File: config.mk
export PLATFORM = sky130hd
export DESIGN_NAME = game_frame_buffer
export DESIGN_NICKNAME = d
export VERILOG_FILES = /design/src/rtl/game_frame_buffer.sv
export SDC_FILE = /design/constraint.sdc
export NUM_CORES = 1
export LEC_CHECK = 0
export BUFFER_PORTS_ARGS = -buffer_cell sky130_fd_sc_hd__clkbuf_2
export CAP_MARGIN = 15
export CORE_ASPECT_RATIO = 0.5
export CORE_MARGIN = 1.5
export CORE_UTILIZATION = 45
export CTS_CLUSTER_SIZE = 14
export DETAILED_ROUTE_END_ITERATION = 8
export GPL_ROUTABILITY_DRIVEN = 0
export GPL_TIMING_DRIVEN = 0
export PLACE_DENSITY = 0.67
export RECOVER_POWER = 50
export SYNTH_ARGS = -nofsm -noshare
export SYNTH_HDL_FRONTEND = slang
export SYNTH_SLANG_ARGS = --single-unit
File: constraint.sdc
create_clock -name clk -period 17.4 [get_ports clk]
set_input_delay 1.74 -clock clk [delete_from_list [all_inputs] [get_ports clk]]
set_output_delay 1.74 -clock clk [all_outputs]
set_load 0.005 [all_outputs]
File: src/rtl/game_frame_buffer.sv
// game_frame_buffer: one-deep buffer that swaps a new game state onto the display only at a vertical-sync boundary
package game_state_pkg;
    typedef struct packed {
        logic [9:0][19:0] screen;
    } game_state_t;
endpackage

module game_frame_buffer #(
    parameter int COUNT_BITS = 8
) (
    input  logic                         clk,
    input  logic                         reset,
    input  logic                         game_state_valid,
    input  game_state_pkg::game_state_t  game_state,
    output logic                         game_state_ready,
    input  logic                         VGA_new_frame_ready,
    output game_state_pkg::game_state_t  VGA_frame,
    output logic                         frame_committed,
    output logic [COUNT_BITS-1:0]        frame_count,
    output logic [COUNT_BITS-1:0]        repeat_count
);
    typedef enum logic {EMPTY, PENDING} state_t;
    state_t state, state_next;
    game_state_pkg::game_state_t pending;
    logic nfr_q, frame_edge, accept, commit;
    always_comb begin
        frame_edge       = VGA_new_frame_ready & ~nfr_q;
        game_state_ready = (state == EMPTY);
        accept           = game_state_valid & game_state_ready;
        commit           = frame_edge & (state == PENDING);
        state_next       = (state == EMPTY) ? (accept ? PENDING : EMPTY) : (frame_edge ? EMPTY : PENDING);
    end
    // nfr_q resets high so a sync window already open at release is not a boundary
    always_ff @(posedge clk or posedge reset) begin
        if (reset) begin
            state           <= EMPTY;
            pending         <= '0;
            VGA_frame       <= '0;
            frame_committed <= 1'b0;
            frame_count     <= '0;
            repeat_count    <= '0;
            nfr_q           <= 1'b1;
        end else begin
            state           <= state_next;
            nfr_q           <= VGA_new_frame_ready;
            frame_committed <= commit;
            if (accept)
                pending <= game_state;
            if (commit) begin
                VGA_frame   <= pending;
                frame_count <= frame_count + 1'b1;
            end
            if (frame_edge && state == EMPTY && repeat_count != '1)
                repeat_count <= repeat_count + 1'b1;
        end
    end
endmodule

## Yosys cells after proc, flatten, opt, wreduce, memory -nomap -nowiden

Index checks and enable logic that the tools add are counted.

- Register bits after elaboration: 419
- Bits in latches: 0
- RAM bits: 0
- ROM bits: 0
- Input bits: 204
- Output and inout port bits: 218
- Logic and storage cells: 38
- Memories kept: 0

- $add $sub $neg: 2
- Multipliers: 0
- Divide/modulo/power cells: 0
- Magnitude comparators: 0
- Eq/ne operators: 1
- Shifts and indexed selects: 0
- Mux-type cells: 3
- Bitwise gates (word level): 5
- Reductions and logical operators: 2

Operators with widths:

| kind | number |
|---|---|
| adder 8 x 1 -> 8 bit (second input constant) | 2 |
| != test 8 bit (second input constant) | 1 |
| bitwise AND 1 bit | 3 |
| two-way mux 1 bit | 3 |
| logical AND 1 bit | 2 |
| inverter 1 bit | 2 |

## Logic depth before layout (Yosys ltp)

- Depth after elaboration: 4
- Depth in mapped cells: 7
- Depth with buffers taken out: 4

## Worst setup path before layout

OpenSTA, ideal clock, no wires.

- Path kind: input to register
- Start point: input VGA_new_frame_ready
- End point: register repeat_count[7]
- Setup time: 125 ps
- Arrival time: 2713 ps
- Data required time: 17275 ps
- Setup slack: 14562 ps
- Stages: 3
- Path buffers: 0
- Cell sequence: or3b_4 > nor4_2 > mux2_2

- Cells in the longest elaborated chain, start to end: 3

RTL lines:

| item | line | source |
|---|---|---|
| start, declared | 16 | `input logic VGA_new_frame_ready,` |
| bitwise AND 1 bit | 27 | `frame_edge = VGA_new_frame_ready & ~nfr_q;` |
| logical AND 1 bit (2 in series) | 53 | `if (frame_edge && state == EMPTY && repeat_count != '1)` |
| end signal, assigned | 54 | `repeat_count <= repeat_count + 1'b1;` |
| end, declared | 20 | `output logic [COUNT_BITS-1:0] repeat_count` |

No other way between the ends.
A chain may end at the register's enable or synchronous reset.

==> out/qor.csv <==
metric,value,unit
synth_seq_cells,419,
grt_pass1_vias,10900,
finalCriticalPeriod,4.43,ns
cts_tree,built,
setup-violations-final,0,
cts_resized,0,
yosys_warnings,0,
avgRoutedWirePerCell,17.4,um
yosys.area_share.adder,0.00158,
grt_pass1_wl,61.3,mm
start_util,0.458,
synth.most_common_cell,nand2_1,
p_leak,0.0103,uW
synth_top_area_cell,dfrtp_1,
rows,48,
intPower,2040,uW
grtUsageTotal,0.219,
nNetsFinal,2017,
seqPwrFrac,0.494,
h-tree-depth,2,
critPathMaxFanout,104,
r2r_end,VGA_frame[121],
required,18.03,ns
cap_violations,1,
skew,0.0120,ns
postCtsSetupRepairBufs,0,
worst_slack,12.97,ns
synth_nets,1551,
ys_seq_area_frac,0.663,
drv_slew,86,
die-width,268,um
switching_share,0.280,
cts.sinks,419,
critPathCaptureType,asynchronous set/reset pin,
vias_per_cell,4.72,
power_density,144,mW/mm2
portBuffers,421,
worst_slew_margin_rel,-1.68,
dieArea,0.0364,mm2
synth-compound-area-share,0.00214,
failed_checks,"max-capacitance violations, max-slew violations",
clkPwrFrac,0.309,
grt_max_degree,131,
worst_path_largest_cell_delay,2.24,ns
max_freq,226,MHz
synth-main-ff-cell,dfrtp_1,
root_buffer,clkbuf_16,
cts_buffers,40,
hpwl,28.6,mm
die_y,136,um
synth_edf_count,0,
first_pass_iters,4,
netlist_instances,1345,
cts_buffer_depth,3,
synth_top_family_by_area,simple AND/OR/NAND/NOR gates,
avgSynthCellArea,11.8,um2
synthMuxAreaShare,0.146,
ios,422,
worstSetupStartpoint,reset,
arrival,5.06,ns
vias,11000,
dp_cells,2244,
combPwrFrac,0.197,
synth_common_cells,"609 x nand2_1, 418 x dfrtp_1, 204 x mux2_2",
ir_worst_vdd,62.7,uV
coreArea,0.0345,mm2
synth_area,0.0158,mm2
antenna_found_initial,8,
crit_path_cell_trace,clkbuf_2 > clkinvlp_2 > buf_16 > buf_16,
crit_end,pending[193],
drive_gt1_frac,0.383,
ant_nets,0,
rr_worst_depth,6,
postSynth.asyncResetShare,1.00,
worstHoldPathType,flop to flop,
status,finished with violations,
overflow,0,
rsz0062_at_grt,no,
reg2reg_slack,14.99,ns
synth_top_cell_area_share,0.661,
drt_iter0_drc,706,
crit_type,input port to asynchronous set/reset pin,
utilization,0.572,
power.switching,794,uW
synth_simple_gate_area_frac,0.154,
min_period_over_period,0.255,
critPathSlowestCell,clkinvlp_2,
ys_types,28,
ctsHoldBuffers,0,
clk_latency,0.53,ns
pre_cts_slack,14.05,ns
cp-start-kind,input port,
synth_xor_area_frac,0.00498,
finalWirelength,40.3,mm
areaGrowthSynthToFinish,24.8,%
cts.clk_slew.worst_paths,0.06,ns
yosys-top-cells-area,"dfrtp_1 66%, mux2_2 15%, nand2_1 14%, buf_6 1.6%, buf_2 0.60%",
worst_pin_slew,4.00,ns
fin_cells,2319,
r2r-start,nfr_q,
whs_path_depth,2,
hold_viol,0,
fillers,3029,
cp_common_cell,buf_16,
drc,0,
==> critical path, delay by kind of cell <==
kind	cells	cell delay [ns]
buf+inv	4	3.18
==> worst min-delay path by stage <==
stage            startpoint        endpoint  slack [ns]
2_1_floorplan    pending[0]    VGA_frame[0]        0.43
3_3_place_gp   pending[176]  VGA_frame[176]        0.44
3_5_place_dp    pending[64]   VGA_frame[64]        0.44
4_1_cts         pending[64]   VGA_frame[64]        0.46
5_1_grt         pending[65]   VGA_frame[65]        0.47
6_report        pending[95]   VGA_frame[95]        0.46
==> per-stage QoR <==
| step | hold slack, ns | TNS, ns | power, uW | instance area [um2] |
|---|---|---|---|---|
| floorplan | 0.435 | 0 | 1700 | 15800 |
| global placement | 0.441 | -371.01 | 1970 | 18500 |
| detailed placement | 0.444 | 0 | 1990 | 18600 |
| CTS | 0.460 | 0 | 2880 | 19900 |
| global route | 0.475 | 0 | 3000 | 19700 |
| finish | 0.460 | 0 | 2840 | 19700 |
==> power groups by stage <==
stage                     Combinational [uW]  Sequential (uW)  Clock [uW]
after floorplan                          290             1410           0
after global placement                   558             1410           0
after detailed placement                 576             1410           0
after CTS                                578             1400         902
after global routing                     623             1440         941
final                                    558             1400         877
==> logic make-up (layout without fill, tap and decap cells) <==
family,count (synthesis),in the layout
AND/OR/NAND/NOR,633,633
flip-flops,419,419
multiplexers,205,205
buffers and inverters,72,563
XOR/XNOR,9,9
AO/OA/AOI/OAI,5,5
adder cells (fa/ha/maj),2,2
other,0,8
==> sequential cells by signal, indices dropped and copies added (netlist names) <==
name / count
nfr_q: 1
VGA_frame: 200
frame_count: 8
repeat_count: 8
frame_committed: 1
pending: 200
state: 1
==> layer usage <==
layer,GRT usage,up-vias,wire length [um]
li1,-,5236,-
met1,0.272,5390,16900
met2,0.366,222,19900
met3,0.0440,107,1500
met4,0.111,0,2060
met5,0,-,0
==> layout by cell type, fill, tap and decap left out, drive strengths merged <==
master,n
nand2,609
clkbuf,517
dfrtp,418
mux2,204
buf,31
diode,8
xnor2,6
clkinv,6
nand4,5
nor2,5
inv,5
nor3,4
nand3,3
xor2,3
bufinv,3
o21ai,2
and3,2
ha,2
and2b,1
nor3b,1
o211ai,1
or3b,1
o2111ai,1
o21a,1
mux2i,1
nand3b,1
clkinvlp,1
nor4,1
dfstp,1
==> cell type report <==
class	instances	area [um2]	share of cell area
buffer	67	272	0.0138
antenna	8	20.0	0.00101
tap	475	594	0.0301
clock buffer	57	1170	0.0591
inverter	5	20.0	0.00101
multi-input combinational	854	4870	0.246
timing repair buffer	424	2190	0.111
sequential	419	10500	0.531
clock inverter	10	129	0.00653
No activity file was read; power rests on OpenSTA's default activity.
